===== src/rtl/process_clk_monitor.sv =====
// Re-expresses the divided process clock I_PCLK in the I_CLK domain: tick, period, lock/loss, miss count.
// Optional macro PCLK_SYNC_EN inserts a 2-flop synchronizer ahead of the edge detector.
module process_clk_monitor #(
    parameter int EXP_PERIOD = 4,
    parameter int LOCK_COUNT = 4,
    parameter int TIMEOUT    = 16,
    parameter int CNT_W      = 8
) (
    input  logic             I_CLK,
    input  logic             rst,
    input  logic             I_PCLK,
    input  logic             I_CLR,
    output logic             O_TICK,
    output logic [CNT_W-1:0] O_PERIOD,
    output logic             O_PERIOD_VLD,
    output logic             O_LOCKED,
    output logic             O_LOSS,
    output logic [7:0]       O_MISS_CNT
);

    localparam int MW = $clog2(LOCK_COUNT + 1);
    localparam logic [CNT_W-1:0] EXP_C  = CNT_W'(EXP_PERIOD);
    localparam logic [CNT_W-1:0] TMO_C  = CNT_W'(TIMEOUT - 1);
    localparam logic [MW-1:0]    LOCK_C = MW'(LOCK_COUNT);

    typedef enum logic [1:0] {IDLE, MEASURE, LOCKED, LOST} state_t;

    function automatic logic [CNT_W-1:0] sat_inc_cnt(input logic [CNT_W-1:0] v);
        return (&v) ? v : v + CNT_W'(1);
    endfunction

    function automatic logic [7:0] sat_inc_miss(input logic [7:0] v);
        return (&v) ? v : v + 8'd1;
    endfunction

    state_t           state, state_n;
    logic [CNT_W-1:0] cnt, meas;
    logic [MW-1:0]    match, match_n;
    logic [7:0]       miss_n;
    logic             miss_inc, per_upd;
    logic             pclk_s, pclk_dly, rise;

    // Stage p0/p1: input capture of I_PCLK
`ifdef PCLK_SYNC_EN
    logic pclk_p0, pclk_p1;
    always_ff @(posedge I_CLK or posedge rst) begin
        if (rst) begin
            pclk_p0 <= 1'b0;
            pclk_p1 <= 1'b0;
        end else begin
            pclk_p0 <= I_PCLK;
            pclk_p1 <= pclk_p0;
        end
    end
    assign pclk_s = pclk_p1;
`else
    logic pclk_p0;
    always_ff @(posedge I_CLK or posedge rst) begin
        if (rst) pclk_p0 <= 1'b0;
        else     pclk_p0 <= I_PCLK;
    end
    assign pclk_s = pclk_p0;
`endif

    // Edge detect stage
    always_ff @(posedge I_CLK or posedge rst) begin
        if (rst) pclk_dly <= 1'b0;
        else     pclk_dly <= pclk_s;
    end
    assign rise = pclk_s & ~pclk_dly;
    assign meas = sat_inc_cnt(cnt);

    always_ff @(posedge I_CLK or posedge rst) begin
        if (rst) state <= IDLE;
        else     state <= state_n;
    end

    always_comb begin
        state_n  = state;
        match_n  = match;
        miss_inc = 1'b0;
        per_upd  = 1'b0;
        case (state)
            IDLE: begin
                if (rise) begin
                    state_n = MEASURE;
                    match_n = '0;
                end
            end
            MEASURE: begin
                if (rise) begin
                    per_upd = 1'b1;
                    if (meas == EXP_C) begin
                        match_n = match + MW'(1);
                        if (match_n == LOCK_C) state_n = LOCKED;
                    end else begin
                        match_n = '0;
                    end
                end else if (cnt == TMO_C) begin
                    state_n = LOST;
                end
            end
            LOCKED: begin
                if (rise) begin
                    per_upd = 1'b1;
                    if (meas != EXP_C) begin
                        state_n  = MEASURE;
                        match_n  = '0;
                        miss_inc = 1'b1;
                    end
                end else if (cnt == TMO_C) begin
                    state_n  = LOST;
                    miss_inc = 1'b1;
                end
            end
            LOST: begin
                if (rise) begin
                    state_n = MEASURE;
                    match_n = '0;
                end
            end
            default: state_n = IDLE;
        endcase
        // A clear wins over a simultaneous lock exit
        if (I_CLR)         miss_n = 8'd0;
        else if (miss_inc) miss_n = sat_inc_miss(O_MISS_CNT);
        else               miss_n = O_MISS_CNT;
    end

    // Output stage: tick, period and miss count register on the same edge as the FSM
    always_ff @(posedge I_CLK or posedge rst) begin
        if (rst) begin
            match        <= '0;
            cnt          <= '0;
            O_TICK       <= 1'b0;
            O_PERIOD     <= '0;
            O_PERIOD_VLD <= 1'b0;
            O_MISS_CNT   <= 8'd0;
        end else begin
            match        <= match_n;
            cnt          <= rise ? '0 : sat_inc_cnt(cnt);
            O_TICK       <= rise;
            O_PERIOD_VLD <= per_upd;
            if (per_upd) O_PERIOD <= meas;
            O_MISS_CNT   <= miss_n;
        end
    end

    assign O_LOCKED = (state == LOCKED);
    assign O_LOSS   = (state == LOST);

endmodule


===== config.mk =====
export PLATFORM = sky130hd
export DESIGN_NAME = process_clk_monitor
export DESIGN_NICKNAME = d
export VERILOG_FILES = /design/src/rtl/process_clk_monitor.sv
export SDC_FILE = /design/constraint.sdc
export NUM_CORES = 1
export LEC_CHECK = 0
export ABC_AREA = 0
export CAP_MARGIN = 15
export CORE_ASPECT_RATIO = 0.75
export CORE_MARGIN = 1.5
export CORE_UTILIZATION = 55
export DETAILED_ROUTE_END_ITERATION = 16
export DONT_BUFFER_PORTS = 1
export PLACE_DENSITY = 0.7
export SLEW_MARGIN = 5
export SYNTH_ARGS = -nofsm -noshare
export SYNTH_HDL_FRONTEND = slang
export SYNTH_SLANG_ARGS = --single-unit
export TNS_END_PERCENT = 10

===== constraint.sdc =====
create_clock -name I_CLK -period 4.5 [get_ports I_CLK]
set_input_delay 0.675 -clock I_CLK [delete_from_list [all_inputs] [get_ports I_CLK]]
set_output_delay 0.675 -clock I_CLK [all_outputs]
set_load 0.01 [all_outputs]

==> flow_summary.json, run 1 <==
{
  "clock_skew_ns": 0.00461,
  "maxSlewViolCount": 0,
  "tightest_slew_ns": 0.730,
  "grt_max_degree": 32,
  "synth_cell_types": 50,
  "end_kind": "flop",
  "drtIter0Drc": 116,
  "core_um2": 3270,
  "status": "finished, final reports clean",
  "drc": 0,
  "antenna_found_initial": 0,
  "postSynthCellCount": 194,
  "power_uw": 907,
  "die_h_um": 53.4,
  "yosys-mux-area-fraction_pct": 2.68,
  "rows": 18,
  "layout.nets": 202,
  "synth_edf_count": 0,
  "grt.total_usage_pct": 21.7,
  "ys_ff_latch": 33,
  "crit_fanout": 19,
  "critPathArrivalTime_ns": 2.97,
  "hold_path.class": "in -> async",
  "critPathRequiredTime_ns": 4.67,
  "numCtsBuffers": 5,
  "grt_overflow_total": 0,
  "yosysWarnings": 0,
  "cts-hold-fix-buffers": 0,
  "cts_setup_buffers": 0,
  "synth_compound_area_share_pct": 21.7,
  "gp_congestion": 0.818,
  "synth_nets": 205,
  "synth-xor-area-share_pct": 1.88,
  "final_hold_viol_count": 0,
  "drive_gt1_share_pct": 11.5,
  "crit_type": "reg -> reg",
  "avgRoutedWirePerCell_um": 15.8,
  "finalWirelength_mm": 3.67,
  "power_leakage_uw": 0.000818,
  "seq_area_frac_synth_pct": 44.3,
  "clk_latency_ns": 0.29,
  "synth_area_per_cell_um2": 9.61,
  "ant_nets": 0,
  "drv_cap": 0,
  "fin_crit_sh_pct": 62.3,
  "synth_top_family_by_area": "compound AO/OA/AOI/OAI gates",
  "finalSetupTns_ns": 0,
  "setup_viol": 0,
  "rsz0062_at_grt": "false",
  "synthAdderAreaFrac_pct": 4.70,
  "grt_pass1_wl_mm": 6.21,
  "async_flop_share_pct": 100,
  "start_util_pct": 57.1,
  "finalCriticalPeriod_ns": 2.80,
  "clock-root-buffer": "clkbuf_8",
  "relSlewSlack_pct": 51.3,
  "first_global_vias": 1329,
  "power_density_nw_per_um2": 464,
  "synthSimpleGateAreaFrac_pct": 19.7,
  "numPortBuffers": 0,
  "drtPass1Iterations": 5,
  "die_area_um2": 3750,
  "whs_ns": 0.127,
  "cts_tree": "yes",
  "die_w_um": 70.2,
  "cts_buffer_depth": 2,
  "cts_sinks": 33,
  "dpl.hpwl_mm": 2.57,
  "dr_total_vias": 1453,
  "io_pins": 24,
  "htree_num_levels": 2,
  "area_delta_synth_final_pct": 4.90,
  "clkTransAtPathRegs_ns": 0.07,
  "syn_area_um2": 1860,
  "cp-start-kind": "flop",
  "final_common_cell": "dfrtp_1",
  "final_cell_mix": "dfrtp_1 (33), nand2_1 (18), o21ai_0 (17)",
  "post_cts_resized": 0,
  "vias_per_cell": 6.26,
  "fmax_mhz": 357,
  "ir_drop_mv": 0.257,
  "antenna_cells": 0,
  "synth_flop_cell": "dfrtp_1"
}
cell type report:
class / count / area (um^2)
inverters: 11 / 41.3
well taps: 40 / 50.0
multi-input cells: 139 / 945
clock buffers: 5 / 68.8
flip-flops and latches: 33 / 826
fillers: 278 / 1310
clock inverters: 3 / 17.5
repair buffers: 1 / 7.51
worst max-delay path: stages, from the launching register on:
cell,delay [ns]
dfrtp_1,0.38
nand2b_1,0.40
clkinv_1,0.62
o221ai_1,0.78
nor4_1,0.18
mux2_4,0.34
metrics by stage:
stage | area (um^2) | util (%) | std cells | setup WS, ns
2_1_floorplan | 1860 | - | 194 | 2.34
3_3_place_gp | 1870 | 57.2 | 224 | 1.89
3_5_place_dp | 1870 | 57.2 | 224 | 1.77
4_1_cts | 1960 | 59.9 | 232 | 1.76
5_1_grt | 1960 | 59.9 | 232 | 1.48
6_report | 1960 | 59.9 | 232 | 1.70
sequential cells by signal, indices dropped and copies added (netlist names):
name / flops
O_PERIOD_VLD: 1
O_PERIOD: 8
O_MISS_CNT: 8
pclk_p0: 1
state: 2
pclk_dly: 1
match: 3
O_TICK: 1
cnt: 8
synth_stat cells, types with 2 or more instances:
master / instances / area, um^2
a21oi_1: 7 / 35.0
a22oi_1: 3 / 22.5
a31o_2: 3 / 26.3
and3_1: 2 / 12.5
buf_1: 2 / 7.51
buf_2: 3 / 15.0
clkbuf_1: 5 / 18.8
dfrtp_1: 33 / 826
ha_1: 7 / 87.6
inv_1: 10 / 37.5
mux2_4: 2 / 30.0
mux2i_1: 2 / 20.0
nand2_1: 18 / 67.6
nand2b_1: 2 / 12.5
nand3_1: 8 / 40.0
nand4_1: 4 / 25.0
nor2_1: 13 / 48.8
nor2b_1: 3 / 18.8
nor3_1: 2 / 10.0
nor3b_1: 2 / 15.0
nor4_1: 2 / 12.5
o211ai_1: 5 / 37.5
o21a_1: 3 / 22.5
o21ai_0: 17 / 85.1
o31ai_1: 4 / 30.0
or3_1: 4 / 25.0
or4_1: 3 / 22.5
xnor2_1: 2 / 17.5
xor2_1: 2 / 17.5
metal layers:
metal	track usage, %	part of all wire [%]
met5	0	0
met4	8.33	1.5
met3	9.33	5.1
met2	32.5	46
met1	27.9	48
logic make-up after synthesis:
family,Yosys count
AND/OR/NAND/NOR,69
AO/OA/AOI/OAI,55
flip-flops,33
buffers and inverters,22
adder cells (fa/ha/maj),7
XOR/XNOR,4
multiplexers,4
power breakdown:
group	total (uW)	internal, uW	switching [uW]
Clock	219	107	112
Combinational	280	108	172
Sequential	408	341	67.5
Total	907	555	351
final timing paths:
kind | cells after the start | slack (ns) | start | to
setup reg to reg | 5 | 1.70 | pclk_p0 | O_MISS_CNT[7]
hold / removal | 1 | 0.13 | rst | cnt[2]
setup / recovery | 5 | 1.70 | pclk_p0 | O_MISS_CNT[7]
hold reg to reg | 0 | 0.38 | pclk_p0 | pclk_dly
min in group I_CLK | 0 | 0.38 | pclk_p0 | pclk_dly
max in group asynchronous | 2 | 3.80 | rst | match[0]
Power figures use the tool's default switching activity.
==> run 2, diff against run 1 <==
clock period = 2.6 ns   (was 4.5 ns; I/O delays follow)
==> run 2 against run 1 <==
Global-route usage is 0.53 points lower. Sequential cell count did not move. Cell count up 2.6%.
==> flow_summary.json, run 2 (synthesized netlist as in run 1, its figures left out) <==
{
  "status": "finished, final reports clean",
  "final_cell_mix": "dfrtp_1 (33), nand2_1 (18), o21ai_0 (17)",
  "grt_overflow_total": 0,
  "rows": 18,
  "ant_nets": 0,
  "internal_power_uw": 1100,
  "setup_viol": 0,
  "relSlewSlack_pct": 47.3,
  "largestRegisters": "O_MISS_CNT (8), O_PERIOD (8), cnt (8)",
  "p_sw_uw": 591,
  "pwr-share-comb_pct": 29.3,
  "cts-hold-fix-buffers": 0,
  "grt_pass1_wl_mm": 6.04,
  "rrSetupSlack_ns": 0.21,
  "power_density_nw_per_um2": 833,
  "gp_congestion": 0.859,
  "power_uw": 1690,
  "area_delta_synth_final_pct": 9.06,
  "ir_drop_mv": 0.485,
  "drc": 0,
  "clk_latency_ns": 0.28,
  "worstSetupEndpoint": "O_MISS_CNT[4]",
  "avgRoutedWirePerCell_um": 15.4,
  "fillers": 277,
  "dpl.hpwl_mm": 2.68,
  "clock_power_share_pct": 29.0,
  "critPathRequiredTime_ns": 2.81,
  "fmax_mhz": 419,
  "critPathArrivalTime_ns": 2.59,
  "vias_per_cell": 6.11,
  "first_global_vias": 1288,
  "dr_total_vias": 1455,
  "antenna_found_initial": 0,
  "clock_skew_ns": 0.00420,
  "power_leakage_uw": 0.000860,
  "drv_cap": 0,
  "numCtsBuffers": 5,
  "grt_max_degree": 23,
  "finalCriticalPeriod_ns": 2.39,
  "crit_start": "cnt[1]",
  "io_pins": 24,
  "finalWirelength_mm": 3.65,
  "drive_gt1_share_pct": 14.1,
  "fin_crit_sh_pct": 91.8,
  "die_area_um2": 3750,
  "start_util_pct": 57.1,
  "maxSlewViolCount": 0,
  "p_sw_share_pct": 34.9,
  "drtIter0Drc": 63,
  "cts_buffer_depth": 2,
  "drtPass1Iterations": 4,
  "numPortBuffers": 0,
  "r2r-end": "O_MISS_CNT[4]",
  "finalSetupTns_ns": 0,
  "crit_fanout": 9,
  "end_kind": "flop",
  "stdcell_count": 238,
  "r2r_cells": 7,
  "final_common_cell": "dfrtp_1",
  "rsz0062_at_grt": "false",
  "cp-start-kind": "flop",
  "r2r-start": "cnt[1]",
  "layout.nets": 208,
  "cts_sinks": 33,
  "hold_path.class": "in -> async",
  "dp_cells": 230,
  "die_w_um": 70.2,
  "final_hold_viol_count": 0,
  "cts_tree": "yes",
  "crit_type": "reg -> reg",
  "antenna_cells": 0,
  "die_h_um": 53.4,
  "core_um2": 3270,
  "clkTransAtPathRegs_ns": 0.07,
  "fin_util_pct": 62.3,
  "grt.total_usage_pct": 21.2,
  "seqPwrFrac_pct": 41.7,
  "htree_num_levels": 2,
  "tightest_slew_ns": 0.789,
  "clock-root-buffer": "clkbuf_8"
}
-- run 2: final cells by class --
cell class	count	area, um^2	area share, %
Clock inverter	1	30.0	1.48
Timing Repair Buffer	7	52.6	2.58
Inverter	11	41.3	2.03
Multi-Input combinational cell	139	947	46.6
Sequential cell	33	826	40.6
Tap cell	40	50.0	2.46
Clock buffer	7	86.3	4.25
-- run 2: critical path, stage by stage (launching register included) --
cell,delay (ns)
dfrtp_1,0.47
ha_2,0.29
nand3_1,0.19
nor3_2,0.30
o221ai_1,0.21
buf_4,0.21
or4_1,0.49
a21oi_1,0.15
-- run 2: worst min path at each step --
stage | to | cells after the start | slack (ns) | start
after CTS | pclk_p0 | 0 | 0.13 | I_PCLK
after detailed placement | pclk_dly | 0 | 0.37 | pclk_p0
after global routing | pclk_p0 | 0 | 0.12 | I_PCLK
final | cnt[2] | 1 | 0.14 | rst
after floorplan | pclk_dly | 0 | 0.35 | pclk_p0
after global placement | pclk_dly | 0 | 0.37 | pclk_p0
-- run 2: timing repair --
item	CTS	global route
buffers inserted	0	0
setup endpoints to repair	0	1
gates resized for setup	0	1
-- run 2: power by group through the flow --
stage / sequential [uW] / combinational [uW] / clock, uW
after floorplan: 667 / 433 / 0
final: 706 / 496 / 492
after CTS: 704 / 493 / 500
after global placement: 706 / 473 / 0
after detailed placement: 712 / 492 / 0
after global routing: 722 / 555 / 522
-- run 2: routing by layer --
layer  track usage (%)  wire (um)  up-vias
met5                 0          0        -
met4              6.73         29        0
met3              5.90        208        5
met2              33.5       1660       51
met1              28.4       1760      683
li1                  -          -      716
-- run 2: through the flow --
| step | instance area (um^2) | hold slack [ns] | setup WS (ns) |
|---|---|---|---|
| floorplan | 1860 | 0.355 | 0.442 |
| global placement | 1910 | 0.368 | 0.336 |
| detailed placement | 1910 | 0.372 | 0.220 |
| CTS | 2030 | 0.130 | 0.200 |
| global route | 2030 | 0.122 | 0.0412 |
| finish | 2030 | 0.137 | 0.212 |
